File: src/rtl/fetch_decode_queue_if.sv
// Fetch/decode queue bundle: redirect select, fetch-side push handshake,
// decode-side pop handshake and occupancy.
// The queue takes the slave view; the fetch/decode/execute side takes master.
interface fetch_decode_queue_if #(
  parameter int XLEN  = 32,
  parameter int ILEN  = 32,
  parameter int DEPTH = 2
);
  localparam int CNT_W = $clog2(DEPTH + 1);

  logic [1:0]       pc_sel;
  logic             f_valid;
  logic [XLEN-1:0]  f_pc;
  logic [ILEN-1:0]  f_instr;
  logic             f_ready;
  logic             d_valid;
  logic [XLEN-1:0]  d_pc;
  logic [ILEN-1:0]  d_instr;
  logic             d_ready;
  logic [CNT_W-1:0] count;

  modport master (
    output pc_sel, f_valid, f_pc, f_instr, d_ready,
    input  f_ready, d_valid, d_pc, d_instr, count
  );

  modport slave (
    input  pc_sel, f_valid, f_pc, f_instr, d_ready,
    output f_ready, d_valid, d_pc, d_instr, count
  );
endinterface

File: src/rtl/fetch_decode_queue.sv
// fetch_decode_queue: DEPTH-entry in-order FIFO of {pc, instr} between fetch
// and decode. When it is empty, decode sees a NOP bubble (pc 0).
// A redirect (pc_sel 2'b01 / 2'b10) empties the queue and drops the incoming
// fetch entry.
// Optional build macro FETCH_DECODE_QUEUE_BYPASS_EN adds a combinational path
// from fetch to decode. It is used only when the queue is empty and no
// redirect is in progress.
module fetch_decode_queue #(
  parameter int              XLEN      = 32,
  parameter int              ILEN      = 32,
  parameter int              DEPTH     = 2,
  parameter logic [ILEN-1:0] NOP_INSTR = 32'h00000013
) (
  input logic                 clk,
  input logic                 rst_n,
  fetch_decode_queue_if.slave q_if
);

  localparam int CNT_W = $clog2(DEPTH + 1);
  // A single-entry queue still needs one pointer bit to index its storage.
  localparam int PTR_W = (DEPTH > 1) ? $clog2(DEPTH) : 1;
  localparam logic [CNT_W-1:0] CNT_MAX  = CNT_W'(DEPTH);
  localparam logic [CNT_W-1:0] CNT_ZERO = {CNT_W{1'b0}};
  localparam logic [PTR_W-1:0] PTR_LAST = PTR_W'(DEPTH - 1);
  localparam logic [PTR_W-1:0] PTR_ZERO = {PTR_W{1'b0}};

  // Entry storage. These registers have no reset: count_q decides which
  // entries are live.
  logic [XLEN-1:0]  pc_mem_q    [DEPTH];
  logic [ILEN-1:0]  instr_mem_q [DEPTH];

  logic [PTR_W-1:0] rd_ptr_q, rd_ptr_d;
  logic [PTR_W-1:0] wr_ptr_q, wr_ptr_d;
  logic [CNT_W-1:0] count_q, count_d;

  logic             flush_s;
  logic             empty_s;
  logic             f_ready_s;
  logic             byp_s;
  logic             byp_take_s;
  logic             push_s;
  logic             pop_s;
  logic             d_valid_s;
  logic [XLEN-1:0]  d_pc_s;
  logic [ILEN-1:0]  d_instr_s;

  // The pointer wraps from DEPTH-1 to 0, so DEPTH need not be a power of two.
  function automatic logic [PTR_W-1:0] ptr_inc(input logic [PTR_W-1:0] ptr);
    logic [PTR_W-1:0] nxt;
    if (ptr == PTR_LAST) begin
      nxt = PTR_ZERO;
    end else begin
      nxt = ptr + PTR_W'(1);
    end
    return nxt;
  endfunction

  // Decode the redirect select. The reserved code 2'b11 behaves like 2'b00.
  always_comb begin
    flush_s = 1'b0;
    case (q_if.pc_sel)
      2'b01, 2'b10: flush_s = 1'b1;
      2'b00, 2'b11: flush_s = 1'b0;
      default:      flush_s = 1'b0;
    endcase
  end

  // Occupancy status. f_ready depends only on count_q, so there is no path
  // from d_ready. A full queue therefore refuses a push even when it pops in
  // the same cycle.
  always_comb begin
    empty_s   = (count_q == CNT_ZERO);
    f_ready_s = (count_q < CNT_MAX);
  end

  // Bypass qualification. It is active only when the queue is empty, fetch
  // is valid and no redirect is in progress.
  always_comb begin
`ifdef FETCH_DECODE_QUEUE_BYPASS_EN
    byp_s      = empty_s && q_if.f_valid && !flush_s;
`else
    byp_s      = 1'b0;
`endif
    byp_take_s = byp_s && q_if.d_ready;
  end

  // Handshake qualification. A redirect cancels both sides. An entry that
  // decode consumes straight from the bypass is never written to storage.
  always_comb begin
    push_s = q_if.f_valid && f_ready_s && !flush_s && !byp_take_s;
    pop_s  = !empty_s && q_if.d_ready && !flush_s;
  end

  // Next-state logic for the pointers and the occupancy counter.
  always_comb begin
    rd_ptr_d = rd_ptr_q;
    wr_ptr_d = wr_ptr_q;
    count_d  = count_q;
    if (flush_s) begin
      rd_ptr_d = PTR_ZERO;
      wr_ptr_d = PTR_ZERO;
      count_d  = CNT_ZERO;
    end else begin
      if (push_s) begin
        wr_ptr_d = ptr_inc(wr_ptr_q);
      end else begin
        wr_ptr_d = wr_ptr_q;
      end
      if (pop_s) begin
        rd_ptr_d = ptr_inc(rd_ptr_q);
      end else begin
        rd_ptr_d = rd_ptr_q;
      end
      case ({push_s, pop_s})
        2'b10:   count_d = count_q + CNT_W'(1);
        2'b01:   count_d = count_q - CNT_W'(1);
        default: count_d = count_q;
      endcase
    end
  end

  // Decode-side view. The head entry is shown when the queue holds one;
  // otherwise the bypassed fetch entry, otherwise the NOP bubble.
  always_comb begin
    d_valid_s = 1'b0;
    d_pc_s    = {XLEN{1'b0}};
    d_instr_s = NOP_INSTR;
    if (!empty_s) begin
      d_valid_s = 1'b1;
      d_pc_s    = pc_mem_q[rd_ptr_q];
      d_instr_s = instr_mem_q[rd_ptr_q];
    end else if (byp_s) begin
      d_valid_s = 1'b1;
      d_pc_s    = q_if.f_pc;
      d_instr_s = q_if.f_instr;
    end else begin
      d_valid_s = 1'b0;
      d_pc_s    = {XLEN{1'b0}};
      d_instr_s = NOP_INSTR;
    end
  end

  // Control state register, cleared asynchronously by rst_n.
  always_ff @(posedge clk or negedge rst_n) begin
    if (!rst_n) begin
      rd_ptr_q <= PTR_ZERO;
      wr_ptr_q <= PTR_ZERO;
      count_q  <= CNT_ZERO;
    end else begin
      rd_ptr_q <= rd_ptr_d;
      wr_ptr_q <= wr_ptr_d;
      count_q  <= count_d;
    end
  end

  // Entry storage write at the tail on an accepted push.
  always_ff @(posedge clk) begin
    if (push_s) begin
      pc_mem_q[wr_ptr_q]    <= q_if.f_pc;
      instr_mem_q[wr_ptr_q] <= q_if.f_instr;
    end
  end

  assign q_if.f_ready = f_ready_s;
  assign q_if.d_valid = d_valid_s;
  assign q_if.d_pc    = d_pc_s;
  assign q_if.d_instr = d_instr_s;
  assign q_if.count   = count_q;

endmodule
File: src/flat_wrapper.sv
// flat-port wrapper written by rule: the top's interface ports become plain ports
module fetch_decode_queue_flat 
#(
  parameter int              XLEN      = 32,
  parameter int              ILEN      = 32,
  parameter int              DEPTH     = 2,
  parameter logic [ILEN-1:0] NOP_INSTR = 32'h00000013
)
  (clk, rst_n, q_if_pc_sel, q_if_f_valid, q_if_f_pc, q_if_f_instr, q_if_d_ready, q_if_f_ready, q_if_d_valid, q_if_d_pc, q_if_d_instr, q_if_count);
  fetch_decode_queue_if #(.XLEN(XLEN), .ILEN(ILEN), .DEPTH(DEPTH)) q_if_i ();
  input logic clk;
  input logic rst_n;
  input wire logic [$bits(q_if_i.pc_sel)-1:0] q_if_pc_sel;
  input wire logic [$bits(q_if_i.f_valid)-1:0] q_if_f_valid;
  input wire logic [$bits(q_if_i.f_pc)-1:0] q_if_f_pc;
  input wire logic [$bits(q_if_i.f_instr)-1:0] q_if_f_instr;
  input wire logic [$bits(q_if_i.d_ready)-1:0] q_if_d_ready;
  output wire logic [$bits(q_if_i.f_ready)-1:0] q_if_f_ready;
  output wire logic [$bits(q_if_i.d_valid)-1:0] q_if_d_valid;
  output wire logic [$bits(q_if_i.d_pc)-1:0] q_if_d_pc;
  output wire logic [$bits(q_if_i.d_instr)-1:0] q_if_d_instr;
  output wire logic [$bits(q_if_i.count)-1:0] q_if_count;
  assign q_if_i.pc_sel = q_if_pc_sel;
  assign q_if_i.f_valid = q_if_f_valid;
  assign q_if_i.f_pc = q_if_f_pc;
  assign q_if_i.f_instr = q_if_f_instr;
  assign q_if_i.d_ready = q_if_d_ready;
  assign q_if_f_ready = q_if_i.f_ready;
  assign q_if_d_valid = q_if_i.d_valid;
  assign q_if_d_pc = q_if_i.d_pc;
  assign q_if_d_instr = q_if_i.d_instr;
  assign q_if_count = q_if_i.count;
  fetch_decode_queue #(.XLEN(XLEN), .ILEN(ILEN), .DEPTH(DEPTH), .NOP_INSTR(NOP_INSTR)) u_core (.clk(clk), .rst_n(rst_n), .q_if(q_if_i));
endmodule
File: config.mk
export PLATFORM = sky130hd
export DESIGN_NAME = fetch_decode_queue_flat
export DESIGN_NICKNAME = d
export VERILOG_FILES = /design/src/rtl/fetch_decode_queue_if.sv /design/src/rtl/fetch_decode_queue.sv /design/src/flat_wrapper.sv
export SDC_FILE = /design/constraint.sdc
export NUM_CORES = 1
export LEC_CHECK = 0
export BUFFER_PORTS_ARGS = -buffer_cell sky130_fd_sc_hd__buf_2
export CORE_AREA = 2 2 104 106
export DETAILED_ROUTE_END_ITERATION = 6
export DIE_AREA = 0 0 106 108
export GPL_ROUTABILITY_DRIVEN = 0
export GPL_TIMING_DRIVEN = 0
export PLACE_DENSITY = 0.76
export REMOVE_ABC_BUFFERS = 1
export SLEW_MARGIN = 20
export SYNTH_ARGS = -nofsm -noshare
export SYNTH_HDL_FRONTEND = slang
export SYNTH_SLANG_ARGS = --single-unit
File: constraint.sdc
create_clock -name clk -period 11.4 [get_ports clk]
set_clock_uncertainty 0.05 [all_clocks]
set_input_delay 2.28 -clock clk [delete_from_list [all_inputs] [get_ports clk]]
set_output_delay 2.28 -clock clk [all_outputs]
set_load 0.05 [all_outputs]
==> results of run 1 <==
==> cells in the final DEF (no fill, tap or decap), types with 4 or more instances in the layout <==
master        n
clkinv_2      5
buf_2       137
edfxtp_1    128
clkbuf_16    16
mux2i_1      64
nand2_1       4
clkinvlp_4    4
nor2_1       65
==> cells by family after synthesis <==
logic type / synth area share (%)
compound gates: 0.298
buf+inv: 1.74
simple gates: 5.66
xor+xnor: 1.04
fa+ha+maj: 0.248
mux: 12.7
flops: 78.3
==> flip-flops by register name, indices dropped and copies added, names as in the netlist <==
register / cells
u_core.instr_mem_q: 64
u_core.pc_mem_q: 64
u_core.q_if.count: 2
u_core.rd_ptr_q: 1
u_core.wr_ptr_q: 1
==> area by class of cell <==
cell class	count	area (µm²)	share of cell area, %
Sequential cell	132	3950	60.8
Multi-Input combinational cell	148	1030	15.8
Timing Repair Buffer	143	828	12.8
Clock buffer	18	418	6.44
Tap cell	136	170	2.62
Clock inverter	12	92.6	1.43
Inverter	2	7.51	0.116
==> worst paths after layout <==
check	from	to	cells after the start
min in group asynchronous	rst_n	u_core.q_if.count[0]	1
max reg2reg	u_core.q_if.count[1]	u_core.instr_mem_q[0][14]	4
min reg2reg	u_core.wr_ptr_q	u_core.wr_ptr_q	2
max	u_core.rd_ptr_q	q_if_d_instr[31]	4
max in group asynchronous	rst_n	u_core.rd_ptr_q	1
min	u_core.wr_ptr_q	u_core.wr_ptr_q	2
==> cells in the mapped netlist (all sizes together) <==
cell / number / area share (%)
edfxtp: 128 / 76
nor2: 67 / 5.0
mux2i: 64 / 13
buf: 13 / 1.6
dfrtp: 4 / 2.0
nand2: 4 / 0.30
xnor2: 3 / 0.52
xor2: 3 / 0.52
inv: 2 / 0.15
o21ai: 2 / 0.20
a21oi: 1 / 0.099
and3: 1 / 0.12
ha: 1 / 0.25
nor2b: 1 / 0.12
or3: 1 / 0.12
==> power groups by stage <==
| stage | Sequential, mW | Clock (mW) | Combinational, mW |
|---|---|---|---|
| floorplan | 0.622 | 0 | 0.329 |
| global placement | 0.626 | 0 | 0.441 |
| detailed placement | 0.610 | 0 | 0.468 |
| CTS | 0.600 | 0.474 | 0.469 |
| global route | 0.604 | 0.495 | 0.491 |
| finish | 0.600 | 0.463 | 0.463 |
==> layer usage <==
layer / wire length (µm) / part of all wire (%) / track usage [%] / up-vias
li1: - / - / - / 1387
met1: 3810 / 43 / 19.3 / 1334
met2: 4520 / 50 / 28.2 / 90
met3: 541 / 6.0 / 5.91 / 7
met4: 82 / 0.92 / 5.36 / 0
met5: 0 / 0 / 0 / -
==> metrics by stage <==
step	utilization, %	setup WS (ns)	cells
final	63.4	6.92	591
after global routing	63.4	6.78	591
after CTS	63.4	6.86	591
after detailed placement	58.4	7.42	561
after global placement	56.8	4.11	555
after floorplan	-	4.94	282
==> critical path, cell delays in order (launching register included) <==
cell	delay (ns)
dfrtp_4	0.75
buf_16	0.31
mux2i_1	0.11
nor2_1	0.14
buf_2	0.29
==> impl_metrics.yaml, run 1 <==
layout:
  layout-drive-gt1-share_pct: 38.2
  syn2layout_area_growth_pct: 28.8
  fill_cells: 778
  nets: 515
  final_area_um2: 6490
  n_antenna_cell: 0
synthesis:
  ys_seq_area_share_pct: 78.3
  synth.avg_cell_area_um2: 17.1
  synth_cells: 295
  yosysWarningCount: 0
  synth_cell_type_count: 16
  ys_ff_latch: 132
  syn-cell-area_um2: 5040
pwr:
  switching_share_pct: 35.5
  ir_drop_v: 0.000148
  p_int_uw: 984
  power.density_nw_per_um2: 235
  p_clk_share_pct: 30.4
  leakage_nw: 2.47
  p_total_mw: 1.53
  comb_power_share_pct: 30.3
  pwr-share-seq_pct: 39.3
  power.switching_uw: 542
clock_tree:
  ctsResizeCount: 0
  clkLatencyLatePin_ns: 0.50
  numCtsBuffers: 17
  tritoncts: "done"
  clkTransAtPathRegs_ns: 0.06
  postCtsHoldBufs: 0
  cts.root.buffer_cell: "clkbuf_8"
  cts.sinks: 132
  clk_path_buf_depth: 2
  htree_levels: 4
  cts_setup_buffers: 0
timing:
  fin_crit_sh_pct: 39.3
  hold_viol: 0
  slew_viol_final: 0
  min_period_ns: 4.48
  final.setup.tns_ns: 0
  fmax_mhz: 223
  holdWs_ns: 0.592
  max_slew_margin_pct: 58.3
  setup_viol: 0
  rsz0062_at_grt: "no"
  tightest_slew_ns: 0.624
die:
  pin_count: 138
  core_area_um2: 10200
  num_rows: 37
  die_height_um: 108
  die_x_um: 106
  die_area_um2: 11400
  initial_core_util_pct: 49.2
global_route:
  grt_pass1_vias: 2955
  grt_max_degree: 39
  grt_overflow: 0
  grt_first_pass_wirelength_um: 14100
  grt_util_all_layers_pct: 16.4
  antenna_found_initial: 0
route:
  routed_via_density: 4.77
  drc: 0
  finalWirelength_um: 8950
  ant_nets: 0
  first_iter_violations: 97
  dr.pass1.iters: 4
  wl_per_cell_um: 15.1
  via_count: 2818
worst_setup_path:
  reg2reg_slack_ns: 9.43
  end_kind: "output pin"
  startpoint_type: "flop"
  cp_max_fo: 38
  critPathRequiredTime_ns: 9.07
  cp_data_arrival_time_ns: 2.15
  criticalPathCategory: "flop to output pin"
place:
  placed_area_um2: 5980
  portBuffers: 137
  hpwlAfterDp_um: 5930
outcome:
  status: "finished, final reports clean"
min_path:
  hold_class: "flop to flop"
flow_run:
  cap_violations: 0
Power figures use the tool's default switching activity.
==> inputs of run 2 (changes only) <==
--- a/config.mk
+++ b/config.mk
@@ -5,13 +5,14 @@
 export SDC_FILE = /design/constraint.sdc
 export NUM_CORES = 1
 export LEC_CHECK = 0
+export ABC_AREA = 1
 export BUFFER_PORTS_ARGS = -buffer_cell sky130_fd_sc_hd__buf_2
-export CORE_AREA = 2 2 104 106
+export CORE_AREA = 2 2 109 111
 export DETAILED_ROUTE_END_ITERATION = 6
-export DIE_AREA = 0 0 106 108
+export DIE_AREA = 0 0 111 113
 export GPL_ROUTABILITY_DRIVEN = 0
 export GPL_TIMING_DRIVEN = 0
-export PLACE_DENSITY = 0.76
+export PLACE_DENSITY = 0.77
 export REMOVE_ABC_BUFFERS = 1
 export SLEW_MARGIN = 20
 export SYNTH_ARGS = -nofsm -noshare
==> constraint.sdc (replaced) <==
create_clock -name clk -period 3.8 [get_ports clk]
set_clock_uncertainty 0.05 [all_clocks]
set_input_delay 0.76 -clock clk [delete_from_list [all_inputs] [get_ports clk]]
set_output_delay 0.76 -clock clk [all_outputs]
set_load 0.05 [all_outputs]
==> run 2 against run 1 <==
Net effect:
- sequential share of layout area shrank 2.2 points
- worst hold slack lost 0.49 ns
- via count grew 19%
- cell count grew 15%
- routed wire length grew 15%
- largest cell class unchanged
==> impl_metrics.yaml, run 2 <==
outcome:
  status: "finished, final reports clean"
timing:
  setup_viol: 0
  fmax_mhz: 303
  min_period_ns: 3.29
  max_slew_margin_pct: 49.2
  hold_viol: 0
  fin_ws_ns: 0.505
  rsz0062_at_grt: "no"
  holdWs_ns: 0.107
  fin_crit_sh_pct: 86.7
  slew_viol_final: 0
  tightest_slew_ns: 0.763
die:
  die_area_um2: 12500
  pin_count: 138
  die_height_um: 113
  num_rows: 39
  core_area_um2: 11300
  die_x_um: 111
  initial_core_util_pct: 47.8
pwr:
  comb_power_share_pct: 36.7
  p_int_mw: 3.27
  ir_drop_v: 0.000594
  power.density_nw_per_um2: 833
  power.switching_mw: 2.34
  leakage_nw: 2.65
  p_total_mw: 5.61
  pwr-share-seq_pct: 33.4
  switching_share_pct: 41.7
  p_clk_share_pct: 29.9
worst_setup_path:
  end_kind: "output pin"
  r2r-start: "u_core.q_if.count[1]"
  slowest_stage: "dfrtp_4"
  ff2ff_path_depth: 4
  startpoint_type: "flop"
  criticalPathCategory: "flop to output pin"
  r2r-end: "u_core.pc_mem_q[1][6]"
  cp_data_arrival_time_ns: 2.48
  path_cells: "inv_4 > nand2_1 > a21oi_4 > buf_2"
  critPathRequiredTime_ns: 2.99
  cp_max_fo: 66
  slowest_delay_ns: 0.76
  reg2reg_slack_ns: 1.83
global_route:
  grtUsageMet1_pct: 21.1
  grt_overflow: 0
  grt_util_met3_pct: 5.73
  grt_most_used_layer: "met2"
  grt_util_all_layers_pct: 17.0
  grt_first_pass_wirelength_um: 16500
  antenna_found_initial: 1
  grt_pass1_vias: 3387
  met2_usage_pct: 27.6
  grt_max_degree: 67
route:
  dr.pass1.iters: 5
  finalWirelength_um: 10300
  ant_nets: 0
  wl_per_cell_um: 15.2
  first_iter_violations: 225
  drc: 0
  via_count: 3363
  routed_via_density: 4.95
place:
  placed_area_um2: 6120
  post-place-ws_ns: 0.913
  hpwlAfterDp_um: 6270
  portBuffers: 137
  dp_cells: 647
clock_tree:
  clkTransAtPathRegs_ns: 0.05
  cts_setup_buffers: 0
  tritoncts: "done"
  cts.root.buffer_cell: "clkbuf_16"
  postCtsHoldBufs: 0
  cts.sinks: 132
  ctsResizeCount: 0
  htree_levels: 4
  clk_path_buf_depth: 2
  clkLatencyLatePin_ns: 0.40
  numCtsBuffers: 17
synthesis:
  ys_ff_latch: 132
  synth.avg_cell_area_um2: 14.0
  synth_commonest_cells: "nand2_1 (141), edfxtp_1 (128), a21oi_2 (59)"
  synth_area_leader_cell: "edfxtp_1"
  synth.area.top_cells: "edfxtp_1 (71%), nand2_1 (9.8%), a21oi_2 (9.6%), buf_12 (2.2%), dfrtp_1 (1.9%)"
  ys_seq_area_share_pct: 73.1
  synth_cells: 384
  synth_cell_type_count: 21
  synth-main-ff-cell: "edfxtp_1"
  ys_async_sr_fraction_pct: 3.03
  synth_edf_count: 128
  synth_top_cell_area_share_pct: 71.3
  yosysWarningCount: 0
  syn-cell-area_um2: 5390
  yosysMostFrequentCell: "nand2_1"
layout:
  final_area_um2: 6740
  final_cell_mix: "nand2_1 (141), buf_2 (137), edfxtp_1 (128)"
  layout_commonest_cell: "nand2_1"
  post_layout_nonfiller_instances: 680
  nets: 594
  syn2layout_area_growth_pct: 24.9
  layout-drive-gt1-share_pct: 44.0
flow_run:
  cap_violations: 0
min_path:
  hold_class: "primary input to async pin"
==> run 2: cell types whose count changed after synthesis, moves of 6 or more <==
cell | previous run | this run
mux2i_1 | 64 | 0
inv_1 | 2 | 8
nor2_1 | 67 | 6
buf_2 | 7 | 1
a21oi_2 | 0 | 59
buf_12 | 0 | 6
nand3_1 | 0 | 6
nand2_1 | 4 | 141
==> run 2: power by group through the flow <==
stage / Clock, mW / Sequential (mW) / Combinational [mW]
after global routing: 1.77 / 1.89 / 2.19
after CTS: 1.71 / 1.88 / 2.09
after floorplan: 0 / 1.90 / 1.58
after detailed placement: 0 / 1.90 / 2.09
final: 1.68 / 1.87 / 2.06
after global placement: 0 / 1.91 / 2.05
==> run 2: cell families (layout without fill, tap and decap cells) <==
group	Yosys count	in the layout	share of synthesized area (%)
flops	132	132	73.1
compound gates	65	65	10.4
buf+inv	32	184	5.11
fa+ha+maj	1	1	0.232
simple gates	154	154	11.2
other cells	0	1	0
==> run 2: layout make-up <==
class	count	area (µm²)
clock buffers	18	429
well taps	143	179
diodes	1	2.50
fillers	897	4540
clock inverters	14	186
inverters	12	57.6
multi-input cells	220	1180
repair buffers	140	753
flip-flops and latches	132	3950
==> run 2: critical path: cells and delay by family (launching register included) <==
family	cells	cell delay, ns
buffers and inverters	2	0.92
AND/OR/NAND/NOR	1	0.20
AO/OA/AOI/OAI	1	0.15
flip-flops	1	0.76
==> run 2: worst max path at each step <==
stage / startpoint / endpoint / slack, ns / cells after the start
final: u_core.rd_ptr_q / q_if_d_instr[31] / 0.51 / 4
after global routing: u_core.rd_ptr_q / q_if_d_instr[31] / 0.35 / 4
after CTS: u_core.rd_ptr_q / q_if_d_instr[31] / 0.47 / 4
after detailed placement: u_core.rd_ptr_q / q_if_d_instr[31] / 0.91 / 4
after global placement: q_if_pc_sel[1] / u_core.pc_mem_q[1][6] / -2.12 / 7
after floorplan: q_if_pc_sel[1] / u_core.instr_mem_q[1][0] / -0.49 / 6
==> run 2: through the flow <==
step                util (%)  TNS, ns
floorplan                  -   -31.24
global placement        53.5  -186.95
detailed placement      54.3        0
CTS                     59.7        0
global route            59.7        0
finish                  59.8        0
==> run 2: metal layers <==
layer  wire (µm)  share of wire [%]
met5           0                  0
met4         156                1.5
met3         726                7.0
met2        5160                 50
met1        4260                 41
==> inputs of run 3 (changes only) <==
--- a/config.mk
+++ b/config.mk
@@ -12,7 +12,7 @@
 export DIE_AREA = 0 0 111 113
 export GPL_ROUTABILITY_DRIVEN = 0
 export GPL_TIMING_DRIVEN = 0
-export PLACE_DENSITY = 0.77
+export PLACE_DENSITY = 0.8
 export REMOVE_ABC_BUFFERS = 1
 export SLEW_MARGIN = 20
 export SYNTH_ARGS = -nofsm -noshare
==> run 3 against run 2 <==
Net effect:
- critical path depth unchanged
- first-iteration DRC count down 2.7%
- core utilization increased by 0.33 points
- flip-flop and latch count unchanged
- worst setup slack lost 0.019 ns
- clock power rose by 8%
- non-clock buffer count stayed put
- worst hold slack got worse by 0.0028 ns
- largest cell class unchanged
- largest power group unchanged
==> impl_metrics.yaml, run 3 (synthesis gave the netlist of run 2 again) <==
place:
  dp_cells: 647
  portBuffers: 137
  hpwlAfterDp_um: 6390
  placed_area_um2: 6110
  post-place-ws_ns: 0.929
worst_setup_path:
  r2r-end: "u_core.rd_ptr_q"
  reg2reg_slack_ns: 1.88
  critPathRequiredTime_ns: 2.99
  cp_max_fo: 66
  startpoint_type: "flop"
  criticalPathCategory: "flop to output pin"
  cp_data_arrival_time_ns: 2.50
  ff2ff_path_depth: 3
  end_kind: "output pin"
  r2r-start: "u_core.rd_ptr_q"
route:
  ant_nets: 0
  finalWirelength_um: 10400
  routed_via_density: 4.98
  via_count: 3384
  wl_per_cell_um: 15.3
  first_iter_violations: 219
  drc: 0
  dr.pass1.iters: 5
pwr:
  p_int_mw: 3.41
  leakage_nw: 2.67
  switching_share_pct: 40.8
  ir_drop_v: 0.000617
  power.switching_mw: 2.34
  power.density_nw_per_um2: 849
  pwr-share-seq_pct: 32.6
  p_clk_share_pct: 31.6
  comb_power_share_pct: 35.8
timing:
  min_period_ns: 3.31
  fin_crit_sh_pct: 87.2
  max_slew_margin_pct: 48.5
  setup_viol: 0
  rsz0062_at_grt: "no"
  tightest_slew_ns: 0.772
  hold_viol: 0
  fin_ws_ns: 0.486
  final.setup.tns_ns: 0
  slew_viol_final: 0
  fmax_mhz: 302
global_route:
  grt_first_pass_wirelength_um: 16700
  grt_util_all_layers_pct: 17.2
  grt_pass1_vias: 3549
  grt_max_degree: 67
  antenna_found_initial: 1
  grt_overflow: 0
die:
  die_x_um: 111
  core_area_um2: 11300
  die_height_um: 113
  die_area_um2: 12500
  pin_count: 138
  num_rows: 39
  initial_core_util_pct: 47.8
clock_tree:
  cts_setup_buffers: 0
  cts.root.buffer_cell: "clkbuf_16"
  numCtsBuffers: 17
  ctsResizeCount: 0
  clk_path_buf_depth: 2
  clkLatencyLatePin_ns: 0.40
  postCtsHoldBufs: 0
  clkTransAtPathRegs_ns: 0.06
  tritoncts: "done"
  htree_levels: 4
  cts.sinks: 132
layout:
  fill_cells: 865
  nets: 594
  layout_commonest_cell: "nand2_1"
  syn2layout_area_growth_pct: 25.6
  layout-drive-gt1-share_pct: 44.2
  post_layout_nonfiller_instances: 679
  final_cell_mix: "nand2_1 (141), buf_2 (137), edfxtp_1 (128)"
  n_antenna_cell: 0
  final_area_um2: 6770
flow_run:
  cap_violations: 0
min_path:
  hold_class: "primary input to async pin"
outcome:
  status: "finished, final reports clean"
## run 3: how the worst max path moves through the flow
stage | start | slack (ns) | end | cells past startpoint
6_report | u_core.rd_ptr_q | 0.49 | q_if_d_instr[31] | 4
5_1_grt | u_core.rd_ptr_q | 0.39 | q_if_d_instr[5] | 4
4_1_cts | u_core.rd_ptr_q | 0.48 | q_if_d_instr[31] | 4
3_5_place_dp | u_core.rd_ptr_q | 0.93 | q_if_d_instr[31] | 4
3_3_place_gp | q_if_pc_sel[1] | -2.03 | u_core.instr_mem_q[1][18] | 7
2_1_floorplan | q_if_pc_sel[1] | -0.49 | u_core.instr_mem_q[1][0] | 6
## run 3: area by class of cell
type / instances / area, µm² / area share [%]
Timing Repair Buffer: 140 / 746 / 11.0
Clock buffer: 18 / 429 / 6.34
Tap cell: 143 / 179 / 2.64
Multi-Input combinational cell: 220 / 1180 / 17.4
Clock inverter: 14 / 234 / 3.45
Inverter: 12 / 57.6 / 0.850
Sequential cell: 132 / 3950 / 58.3
## run 3: worst max-delay path, cell delays in order, from the launching register on
cell and delay [ns]:
dfrtp_4 0.72, inv_4 0.64, nand2_1 0.20, a21oi_4 0.15
buf_2 0.28
## run 3: metrics by stage
stage                     hold slack, ns  total power [mW]  util [%]
final                              0.104              5.75      60.1
after global placement             0.471              3.96      53.5
after floorplan                    0.414              3.47         -
after CTS                         0.0878              5.81      60.1
after detailed placement           0.494              3.99      54.2
after global routing              0.0946              5.99      60.1
## run 3: per-layer routing
| metal | global-route usage, % | routed length (µm) |
|---|---|---|
| met5 | 0 | 13 |
| met4 | 7.92 | 182 |
| met3 | 5.62 | 649 |
| met2 | 29.0 | 5240 |
| met1 | 20.2 | 4280 |
## run 3: power by group through the flow
stage	registers, mW	logic (mW)	clock network (mW)
3_3_place_gp	1.91	2.05	0
3_5_place_dp	1.90	2.09	0
6_report	1.87	2.06	1.82
2_1_floorplan	1.90	1.58	0
4_1_cts	1.88	2.09	1.85
5_1_grt	1.89	2.19	1.91
